### src/rtl/div_unit_pkg.sv
// Shared divider definitions: latency contract, operand signedness,
// result classification and the divider FSM encoding.
package div_unit_pkg;

   localparam int DIV_LATENCY        = 12;
   localparam int DIV_BITS_PER_CYCLE = 3;

   typedef enum logic {
      unsigned_op = 1'b0,
      signed_op   = 1'b1
   } sign_t;

   typedef enum logic [1:0] {
      normal_div   = 2'd0,
      normal_rem   = 2'd1,
      div_by_0_div = 2'd2,
      overflow_div = 2'd3
   } div_out_case_t;

   typedef enum logic [1:0] {
      IDLE = 2'd0,
      RUN  = 2'd1,
      FIN  = 2'd2
   } div_state_t;

endpackage

### src/rtl/div_unit_step.sv
// One radix-8 iteration: three chained restoring subtract/shift steps,
// consuming dividend bits MSB first and producing three quotient bits.
module div_step_r8 #(
   parameter int W = 33
) (
   input  logic [W-1:0] rem,
   input  logic [2:0]   dbits,
   input  logic [W-1:0] dsr,
   output logic [W-1:0] rem_next,
   output logic [2:0]   qbits
);

   logic [W-1:0] part_s;
   logic [W:0]   trial_s;

   // Partial remainder stays below the divisor, so the top trial bit drops out after restore.
   always_comb begin
      part_s  = rem;
      trial_s = {(W+1){1'b0}};
      qbits   = 3'b000;
      for (int i = 2; i >= 0; i--) begin
         trial_s = {part_s, dbits[i]};
         if (trial_s >= {1'b0, dsr}) begin
            trial_s  = trial_s - {1'b0, dsr};
            qbits[i] = 1'b1;
         end else begin
            qbits[i] = 1'b0;
         end
         part_s = trial_s[W-1:0];
      end
      rem_next = part_s;
   end

endmodule

### src/rtl/div_unit.sv
// Fixed-latency iterative RV32M divider: FSM, operand latches, special-case
// classification and final sign fix / quotient-remainder select.
module div_unit
   import div_unit_pkg::*;
#(
   parameter int XLEN           = 32,
   parameter int BITS_PER_CYCLE = DIV_BITS_PER_CYCLE
) (
   input  logic            clk,
   input  logic            rst,
   input  logic            start,
   input  logic            flush,
   input  sign_t           sign,
   input  logic            rem_sel,
   input  logic [XLEN-1:0] dividend,
   input  logic [XLEN-1:0] divisor,
   output logic            busy,
   output logic            done,
   output logic [XLEN-1:0] result
);

   localparam int ITERS = (XLEN + BITS_PER_CYCLE) / BITS_PER_CYCLE;

   div_state_t    state_r, state_nxt_s;
   logic [3:0]    cnt_r;
   logic [XLEN:0] rem_r, quo_r, dsr_r;
   logic [XLEN-1:0] dvd_r, result_r;
   logic          neg_q_r, neg_r_r, rem_sel_r, busy_r, done_r;
   div_out_case_t case_r, case_s;

   logic          accept_s, last_s, dvd_neg_s, dsr_neg_s;
   logic [XLEN:0] dvd_mag_s, dsr_mag_s, step_rem_s, quo_nxt_s;
   logic [2:0]    step_q_s;
   logic [XLEN-1:0] q_fix_s, r_fix_s, res_s;

   div_step_r8 #(.W(XLEN + 1)) u_step (
      .rem      (rem_r),
      .dbits    (quo_r[XLEN -: 3]),
      .dsr      (dsr_r),
      .rem_next (step_rem_s),
      .qbits    (step_q_s)
   );

   // Accept decision, operand magnitudes and special-case classification.
   always_comb begin
      if (!flush && start && (state_r == IDLE || state_r == FIN)) begin
         accept_s = 1'b1;
      end else begin
         accept_s = 1'b0;
      end
      last_s    = (state_r == RUN) && (cnt_r == 4'd1);
      dvd_neg_s = (sign == signed_op) && dividend[XLEN-1];
      dsr_neg_s = (sign == signed_op) && divisor[XLEN-1];
      dvd_mag_s = dvd_neg_s ? {1'b0, -dividend} : {1'b0, dividend};
      dsr_mag_s = dsr_neg_s ? {1'b0, -divisor}  : {1'b0, divisor};
      if (divisor == {XLEN{1'b0}}) begin
         case_s = div_by_0_div;
      end else if ((sign == signed_op) && (dividend == {1'b1, {(XLEN-1){1'b0}}})
                   && (divisor == {XLEN{1'b1}})) begin
         case_s = overflow_div;
      end else if (rem_sel) begin
         case_s = normal_rem;
      end else begin
         case_s = normal_div;
      end
   end

   // Final sign fix and result selection, valid on the last RUN cycle.
   always_comb begin
      quo_nxt_s = {quo_r[XLEN-3:0], step_q_s};
      q_fix_s   = neg_q_r ? -quo_nxt_s[XLEN-1:0] : quo_nxt_s[XLEN-1:0];
      r_fix_s   = neg_r_r ? -step_rem_s[XLEN-1:0] : step_rem_s[XLEN-1:0];
      case (case_r)
         normal_div:   res_s = q_fix_s;
         normal_rem:   res_s = r_fix_s;
         div_by_0_div: res_s = rem_sel_r ? dvd_r : {XLEN{1'b1}};
         overflow_div: res_s = rem_sel_r ? {XLEN{1'b0}} : {1'b1, {(XLEN-1){1'b0}}};
         default:      res_s = {XLEN{1'b0}};
      endcase
   end

   // FSM next-state; flush always wins.
   always_comb begin
      state_nxt_s = state_r;
      if (flush) begin
         state_nxt_s = IDLE;
      end else begin
         case (state_r)
            IDLE:    state_nxt_s = accept_s ? RUN : IDLE;
            RUN:     state_nxt_s = (cnt_r == 4'd1) ? FIN : RUN;
            FIN:     state_nxt_s = accept_s ? RUN : IDLE;
            default: state_nxt_s = IDLE;
         endcase
      end
   end

   // State register.
   always_ff @(posedge clk) begin
      if (rst) begin
         state_r <= IDLE;
      end else begin
         state_r <= state_nxt_s;
      end
   end

   // Datapath: operand latch on accept, one radix-8 step per RUN cycle.
   always_ff @(posedge clk) begin
      if (rst) begin
         cnt_r     <= 4'd0;
         rem_r     <= {(XLEN+1){1'b0}};
         quo_r     <= {(XLEN+1){1'b0}};
         dsr_r     <= {(XLEN+1){1'b0}};
         dvd_r     <= {XLEN{1'b0}};
         neg_q_r   <= 1'b0;
         neg_r_r   <= 1'b0;
         rem_sel_r <= 1'b0;
         case_r    <= normal_div;
      end else if (flush) begin
         cnt_r <= 4'd0;
      end else if (accept_s) begin
         cnt_r     <= 4'(ITERS);
         rem_r     <= {(XLEN+1){1'b0}};
         quo_r     <= dvd_mag_s;
         dsr_r     <= dsr_mag_s;
         dvd_r     <= dividend;
         neg_q_r   <= dvd_neg_s ^ dsr_neg_s;
         neg_r_r   <= dvd_neg_s;
         rem_sel_r <= rem_sel;
         case_r    <= case_s;
      end else if (state_r == RUN) begin
         cnt_r <= cnt_r - 4'd1;
         rem_r <= step_rem_s;
         quo_r <= quo_nxt_s;
      end
   end

   // Registered handshake outputs and result hold.
   always_ff @(posedge clk) begin
      if (rst) begin
         busy_r   <= 1'b0;
         done_r   <= 1'b0;
         result_r <= {XLEN{1'b0}};
      end else begin
         done_r <= last_s && !flush;
         if (last_s && !flush) begin
            result_r <= res_s;
         end
         if (flush) begin
            busy_r <= 1'b0;
         end else if (accept_s) begin
            busy_r <= 1'b1;
         end else if (last_s) begin
            busy_r <= 1'b0;
         end
      end
   end

   assign busy   = busy_r;
   assign done   = done_r;
   assign result = result_r;

endmodule

### config.mk
export PLATFORM = sky130hd
export DESIGN_NAME = div_unit
export DESIGN_NICKNAME = d
export VERILOG_FILES = /design/src/rtl/div_unit_pkg.sv /design/src/rtl/div_unit_step.sv /design/src/rtl/div_unit.sv
export SDC_FILE = /design/constraint.sdc
export NUM_CORES = 1
export LEC_CHECK = 0
export BUFFER_PORTS_ARGS = -buffer_cell sky130_fd_sc_hd__buf_2
export CORE_AREA = 5 5 196 198
export DETAILED_ROUTE_END_ITERATION = 12
export DIE_AREA = 0 0 201 203
export PLACE_DENSITY_LB_ADDON = 0.2
export SYNTH_ARGS = -nofsm -noshare
export SYNTH_HDL_FRONTEND = slang
export SYNTH_HIERARCHICAL = 1
export SYNTH_SLANG_ARGS = --single-unit
### constraint.sdc
create_clock -name clk -period 16.2 [get_ports clk]
set_clock_uncertainty 0.05 [all_clocks]
set_input_delay 3.24 -clock clk [delete_from_list [all_inputs] [get_ports clk]]
set_output_delay 3.24 -clock clk [all_outputs]
set_load 0.05 [all_outputs]
Word level (Yosys, flattened, before mapping)

Index checks and enable logic that the tools add are counted.

Register bits after elaboration: 176
Input port bits: 70
Output and inout bits: 34
Logic and storage cells: 83

Add/sub/neg operators: 8
Magnitude comparators: 3
Equality and inequality tests: 8
Muxes and demuxes: 28
Bitwise logic cells: 2
Reduce and logical (&&, ||, !) cells: 20

Operators with widths:

| operator                                                           | count |
|---|---|
| 33-bit 2-to-1 mux                                                  | 7 |
| 32-bit 2-to-1 mux                                                  | 6 |
| 32-bit negator                                                     | 4 |
| 32-bit one-hot mux with 4 select lines                             | 1 |
| 34-bit by 33-bit >= comparator with 1-bit output                   | 3 |
| 33-bit subtractor                                                  | 3 |
| 32-bit == test, second input constant                              | 2 |
| 32-bit logical NOT                                                 | 1 |
| 1-bit logical AND                                                  | 8 |
| 1-bit 2-to-1 mux                                                   | 8 |
| 4-bit 2-to-1 mux                                                   | 2 |
| 2-bit == test, second input constant                               | 3 |
| 2-bit 2-to-1 mux                                                   | 3 |
| 2-bit by 1-bit == test with 1-bit output, second input constant    | 2 |
| 4-bit by 1-bit == test with 1-bit output, second input constant    | 1 |
| 2-bit logical NOT                                                  | 2 |
| 2-bit one-hot mux with 2 select lines                              | 1 |
| 2-bit AND reduction                                                | 2 |
| 2-bit nonzero test                                                 | 2 |
| 2-bit OR reduction                                                 | 2 |
| 4-bit by 1-bit subtractor with 4-bit output, second input constant | 1 |
| 3-bit OR reduction                                                 | 1 |
| 1-bit logical NOT                                                  | 1 |
| 1-bit logical OR                                                   | 1 |
| 2 further kinds                                                    | 2 |

Logic depth before layout (Yosys ltp)

Gate-level depths: netlist (run 1).

Word-level depth: 9
Mapped depth: 50
Mapped depth without buffers: 44

Cells and area by module

Netlist (run 1), hierarchy kept.

By module, submodules not included:

| module      | times used | cells an instance | area an instance (um2) | seq. area each (um2) |
|---|---|---|---|---|
| div_unit    | 1          | 1317              | 10055.9                | 3503.4 |
| div_step_r8 | 1          | 896               | 6164.7                 | 0.0 |

Worst setup path after synthesis (run 1)

No wires, ideal clock.

Path type: register to register
Start: register dsr_r[0]
End: register result_r[18], in the netlist result[18]
Setup time: 0.134 ns
Arrival time: 10.435 ns
Required time: 16.016 ns
Setup slack: 5.581 ns
Cell stages (with the launch flop): 47
Path buffers: 7
Period minus slack after synthesis: 10.619 ns
Cell sequence: dfxtp_1 ha_1 inv_1 fa_1 a211oi_2 o21ai_1 a41oi_2 o221ai_1 o31ai_1 and3_1 clkbuf_1 inv_2 clkbuf_1 clkbuf_1 a21oi_1 ha_1 nand2_1 nor2_1 [... 11 more ...] nand3_1 a31oi_1 o21ai_0 a21oi_1 a31oi_1 o31ai_1 a211o_1 a31o_2 a21oi_4 buf_6 mux2_1 or4_1 or2_2 clkbuf_1 nor4_1 mux2_2 a22oi_1 a211oi_1

Elaborated cells between the ends (all ways): 17
Classes of those cells: 5 x add/sub; 3 x order compare; 9 x mux

RTL lines:

| item                                             | RTL line            | RTL |
|---|---|---|
| from (decl)                                      | div_unit.sv:26      | `logic [XLEN:0] rem_r, quo_r, dsr_r;` |
| from (signal assigned)                           | div_unit.sv:112     | `dsr_r <= {(XLEN+1){1'b0}};` |
| from (signal assigned)                           | div_unit.sv:124     | `dsr_r <= dsr_mag_s;` |
| 34-bit by 33-bit >= comparator with 1-bit output | div_unit_step.sv:23 | `if (trial_s >= {1'b0, dsr}) begin` |
| 1-bit 2-to-1 mux                                 | div_unit_step.sv:23 |  |
| named net step_q_s[2]                            | div_unit.sv:33      | `logic [2:0] step_q_s;` |
| 32-bit negator                                   | div_unit.sv:71      | `q_fix_s = neg_q_r ? -quo_nxt_s[XLEN-1:0] : quo_nxt_s[XLEN-1:0];` |
| 32-bit 2-to-1 mux                                | div_unit.sv:71      |  |
| 32-bit one-hot mux with 4 select lines           | div_unit.sv:73      | `case (case_r)` |
| to (signal assigned)                             | div_unit.sv:142     | `result_r <= {XLEN{1'b0}};` |
| to (signal assigned)                             | div_unit.sv:146     | `result_r <= res_s;` |
| to (decl)                                        | div_unit.sv:27      | `logic [XLEN-1:0] dvd_r, result_r;` |

The timed path passes the listed nets, and every way through them passes these cells.
A chain may end at the register's enable or synchronous reset.

Worst setup path after layout (run 1)

Start: register dsr_r[0]
End: register result_r[22], in the netlist result[22]

Same word-level chain as after synthesis.

==> results of run 1 <==
## synthesized netlist by cell type, types with 19 or more instances
| library cell | instances |
|---|---|
| clkbuf_1 | 97 |
| nand4_1 | 24 |
| nor4_1 | 27 |
| nor3_1 | 44 |
| nor2b_1 | 27 |
| inv_1 | 90 |
| mux2_2 | 39 |
| or3_1 | 24 |
| a211oi_1 | 62 |
| nand3_1 | 74 |
| xor2_1 | 69 |
| buf_1 | 19 |
| ha_1 | 106 |
| a31oi_1 | 26 |
| nand2_1 | 225 |
| nor2_1 | 240 |
| a21oi_1 | 252 |
| o21ai_0 | 105 |
| a21o_1 | 35 |
| o31ai_1 | 25 |
| dfxtp_1 | 175 |
| xnor2_1 | 115 |
| mux2_1 | 20 |
## final cells by class
cell class,instances,area (sq um),area share
multi-input combinational,1821,11900,0.677
sequential,175,3500,0.200
tap,468,586,0.0333
clock buffer,18,429,0.0244
clock inverter,14,173,0.00983
inverter,92,345,0.0197
timing repair buffer,119,638,0.0363
## metrics by stage
stage	utilization	cell area (sq um)
final	0.483	17600
after global placement	0.467	17000
after global routing	0.483	17600
after CTS	0.483	17600
after detailed placement	0.467	17000
after floorplan	-	16200
## worst max-delay path, delay by kind of cell (launching register included)
family / cells / cell delay (ns)
muxes: 2 / 0.79
DFF: 1 / 0.38
buffers and inverters: 4 / 0.79
xor gates and xnor gates: 1 / 0.18
and+or+nand+nor: 7 / 2.50
AOI/OAI and AO/OA: 24 / 6.56
adders and majority gates: 4 / 1.44
## per-layer routing
metal,vias to the layer above,wire length (um)
met5,-,11
li1,8058,-
met3,91,4340
met2,684,27100
met4,2,1500
met1,7993,26500
## registers in the layout, indices dropped and copies added (netlist names), 2 cells and up
register,count
case_r,2
cnt_r,4
dsr_r,32
dvd_r,32
quo_r,33
rem_r,33
result,32
state_r,2
## final timing paths
check | startpoint | endpoint | slack, ns
min reg2reg | dvd_r[29] | dvd_r[29] | 0.41
min | dvd_r[29] | dvd_r[29] | 0.41
max reg2reg | dsr_r[0] | result[22] | 3.43
max | dsr_r[0] | result[22] | 3.43
## logic make-up after synthesis
logic type,after synthesis
XOR/XNOR,184
buffers and inverters,217
flip-flops,175
AND/OR/NAND/NOR,783
other,1
AO/OA/AOI/OAI,669
adder cells (fa/ha/maj),109
multiplexers,75
## layout by cell type (no fill, tap or decap), drive strengths merged, types with 24 or more instances in the layout
cell type	Yosys	layout
nand3	74	74
a21o	35	35
or3	24	24
dfxtp	175	175
nor3	45	45
a21oi	253	253
nand2	225	225
buf	28	119
nor2b	27	27
a211oi	63	63
o21ai	108	108
o31ai	28	28
xnor2	115	115
mux2	59	59
nor2	240	240
ha	106	106
nand4	24	24
nor4	30	30
a31oi	26	26
xor2	69	69
inv	92	98
==> results.tsv, run 1 <==
metric	value	unit
outcome	finished clean	
synthArstFlopShare	0	
clockBufferDepth	2	
hold_ws	0.412	ns
synth_top_cell_area_share	0.216	
antenna_found_initial	1	
die_y	203	um
vias_per_cell	6.22	
synthMuxAreaShare	0.0508	
drc	0	
wire_per_inst	22.0	um
place_inst	2675	
io_pins	104	
grt_use_met1	0.397	
firstDrtPassIters	6	
dp_hpwl	46300	um
path_class	reg2reg	
slowest_delay	0.74	ns
core_area	36300	sq um
track_usage	0.280	
synth_compound_area_frac	0.268	
setup_viol	0	
tightest_slew	0.918	ns
fin_tns_setup	0	ns
crit_slowest_cell	a2111o_2	
timing.final.crit_period	12.77	ns
die_w	201	um
synth_area_leader_cell	dfxtp_1	
ys_seq_elements	175	
diodes	0	
start_util	0.446	
cts_buffers	17	
place_congestion	1.01	
timing.final.crit_share	0.788	
ys_seq_area_frac	0.216	
synth_area_leaders	dfxtp_1, ha_1, a21oi_1	
clk_pin_slew	0.08	ns
synth_edf_count	0	
ff2ff_path_depth	42	
nNetsFinal	2405	
grtUsageMet2	0.451	
yosys_warnings	6	
netlist_instances	2213	
die-area	40800	sq um
synth_adder_area_share	0.0855	
grt_max_degree	82	
drtIter0Drc	1684	
grt_pass1_wl	91800	um
setup_slack	3.43	ns
holdBufCountCts	0	
cpMostUsedCell	a21oi_1	
row_count	70	
overflow	0	
finalHoldViolCount	0	
max_slew_margin	0.388	
drive_gt1_frac	0.106	
grtUsageMet3	0.0343	
rsz0062_at_grt	false	
ys.flop_type	dfxtp_1	
area_growth	8.26	%
grt_pass1_vias	15700	
syn-cell-area	16200	sq um
maxSlewViolCount	0	
synth_simple_gate_area_share	0.227	
port-buffer-count	103	
cts_sinks	175	
cts_setup_buffers	0	
synthXorXnorAreaFrac	0.0994	
maxCapViolCount	0	
pre_cts_ws	3.77	ns
wirelength	59400	um
nFillCells	3667	
postRouteAntennaNets	0	
cp.required	16.55	ns
start_kind	flop	
yosysUniqueCellTypes	84	
cts_tree	built	
clock_latency	0.46	ns
critPathMaxFanout	56	
synth_top_family_by_area	compound AO/OA/AOI/OAI gates	
hold_depth	2	
cts_max_level	4	
synth.avg_cell_area	7.33	sq um
synthesis.nets	2392	
endpoint_kind	flop	
cts_root_buf	clkbuf_16	
routed-via-count	16800	
fmax	0.0783	GHz
worstPathArrival	13.12	ns
grt-busiest-layer	met2	
final_cell_count_no_fill	2707	
hold_path_class	reg2reg	
cts-resized-gates	0	
Power of run 1 is not shown: default switching activity piles up to over one toggle a cycle in this logic, so the estimate is an artifact.
==> run 2: changes to the inputs <==
==> constraint.sdc (replaced) <==
create_clock -name clk -period 11.5 [get_ports clk]
set_clock_uncertainty 0.05 [all_clocks]
set_input_delay 2.3 -clock clk [delete_from_list [all_inputs] [get_ports clk]]
set_output_delay 2.3 -clock clk [all_outputs]
set_load 0.05 [all_outputs]
==> run 2 against run 1 <==
Effect of this change: register-to-register slack got worse by 3.0 ns; final area rose by 1.8%; non-clock buffer count rose by 27; core utilization rose by 0.86 points; maximum frequency rose by 15%; critical endpoint is now result[12]; count of clock-buffer cells in the layout did not move; global-route usage fell by 0.61 points; final cell count rose by 1.1%; flip-flop and latch count did not move; first-iteration DRC count fell by 2.4%; setup slack got worse by 3.0 ns; critical path depth did not move.
==> results.tsv, run 2 (synthesis results as in run 1) <==
metric	value	unit	change
outcome	finished clean		
cts_max_level	4		unchanged
maxSlewViolCount	0		unchanged
hold_path_end	dvd_r[17]		
vias_per_cell	6.18		-0.67%
final_cell_mix	a21oi_1, nor2_1, nand2_1, dfxtp_1, xnor2_1		
final_common_cell	a21oi_1		
maxCapViolCount	0		unchanged
grt_pass1_wl	89700	um	-2.3%
track_usage	0.274		-0.00607
start_kind	flop		
port-buffer-count	103		unchanged
wirelength	58900	um	-0.82%
firstDrtPassIters	8		+2
routed-via-count	16900		+0.40%
final_cell_count_no_fill	2736		+1.1%
slowest_delay	0.62	ns	-0.12 ns
die_w	201	um	unchanged
worstPathArrival	11.32	ns	-1.80 ns
cpMostUsedCell	ha_1		
clockBufferDepth	2		unchanged
crit_slowest_cell	or4b_2		
place_inst	2697		+0.82%
hold_ws	0.407	ns	-0.00468 ns
drc	0		unchanged
r2r-end	result[12]		
timing.final.crit_share	0.965		+0.177
start_util	0.446		unchanged
fin_tns_setup	0	ns	unchanged
timing.final.crit_period	11.10	ns	-1.67 ns
rsz0062_at_grt	false		
row_count	70		unchanged
ff2ff_path_depth	42		unchanged
clock_latency	0.45	ns	about the same
setup_viol	0		unchanged
nNetsFinal	2434		+1.2%
tightest_slew	1.21	ns	+0.294 ns
hold_depth	2		unchanged
max_slew_margin	0.189		-0.199
finalHoldViolCount	0		unchanged
cts_buffers	17		unchanged
io_pins	104		unchanged
critPathMaxFanout	16		-71%
area_growth	10.2	%	
drive_gt1_frac	0.120		+0.0145
reg_top3	quo_r x33, rem_r x33		
grt_pass1_vias	15700		-0.36%
cp.required	11.73	ns	-4.82 ns
cts_sinks	175		unchanged
hold_path_class	reg2reg		
dp_hpwl	45800	um	-1.2%
grt_max_degree	83		+1.2%
diodes	0		unchanged
core_area	36300	sq um	unchanged
path_class	reg2reg		
die_y	203	um	unchanged
holdBufCountCts	0		unchanged
hold_start	dvd_r[17]		
cts_tree	built		
endpoint_kind	flop		
place_congestion	0.961		-4.8%
final_util	0.492		+0.00864
drtIter0Drc	1644		-2.4%
postRouteAntennaNets	0		unchanged
die-area	40800	sq um	unchanged
clk_pin_slew	0.08	ns	about the same
fmax	0.0901	GHz	+15%
r2r_start	dsr_r[21]		
overflow	0		unchanged
wire_per_inst	21.5	um	-1.9%
antenna_found_initial	0		-1
r2r_setup_slack	0.40	ns	-3.03 ns
cts_root_buf	clkbuf_16		
## run 2: critical path: cells and delay by family, from the launching register on
kind | cells | cell delay (ns)
buffers and inverters | 8 | 1.36
and+or+nand+nor | 9 | 2.32
DFF | 1 | 0.41
AOI/OAI and AO/OA | 19 | 4.96
xor gates and xnor gates | 1 | 0.09
muxes | 1 | 0.35
adders and majority gates | 4 | 1.36
## run 2: per-stage QoR
step           setup WS (ns)  area, sq um
6_report               0.405        17900
5_1_grt             0.000895        17900
4_1_cts                0.208        17800
3_5_place_dp          0.0122        17100
3_3_place_gp           0.227        17100
2_1_floorplan          0.881        16200
## run 2: worst max-delay path by stage
stage                         start         end  slack [ns]  cells after the start
after global routing       dsr_r[0]  result[18]      0.0009                     42
after floorplan            dsr_r[0]  result[18]        0.88                     46
final                     dsr_r[21]  result[12]        0.40                     42
after CTS                  dsr_r[0]  result[18]        0.21                     41
after detailed placement   dsr_r[0]  result[27]        0.01                     41
after global placement     dsr_r[0]  result[27]        0.23                     41
## run 2: area by class of cell
type	instances	area [sq um]
fill	3677	18500
timing repair buffer	146	866
tap	468	586
inverter	92	345
multi-input combinational	1823	12000
clock buffer	18	429
sequential	175	3500
clock inverter	14	169
## run 2: metal layers
layer,global-route usage,routed length (um),part of all wire
met1,0.383,26700,0.45
met2,0.431,26200,0.44
met3,0.0332,3870,0.066
met4,0.106,2220,0.038
met5,0,0,0
## run 2: timing repair
action                     CTS  global route
hold endpoints to repair     0             0
cloned                       0             2
resized for setup            0            14
setup endpoints to repair    1            26
setup buffers                3             2
pin swaps                    0             3
Power of run 2 is left out for the same reason.
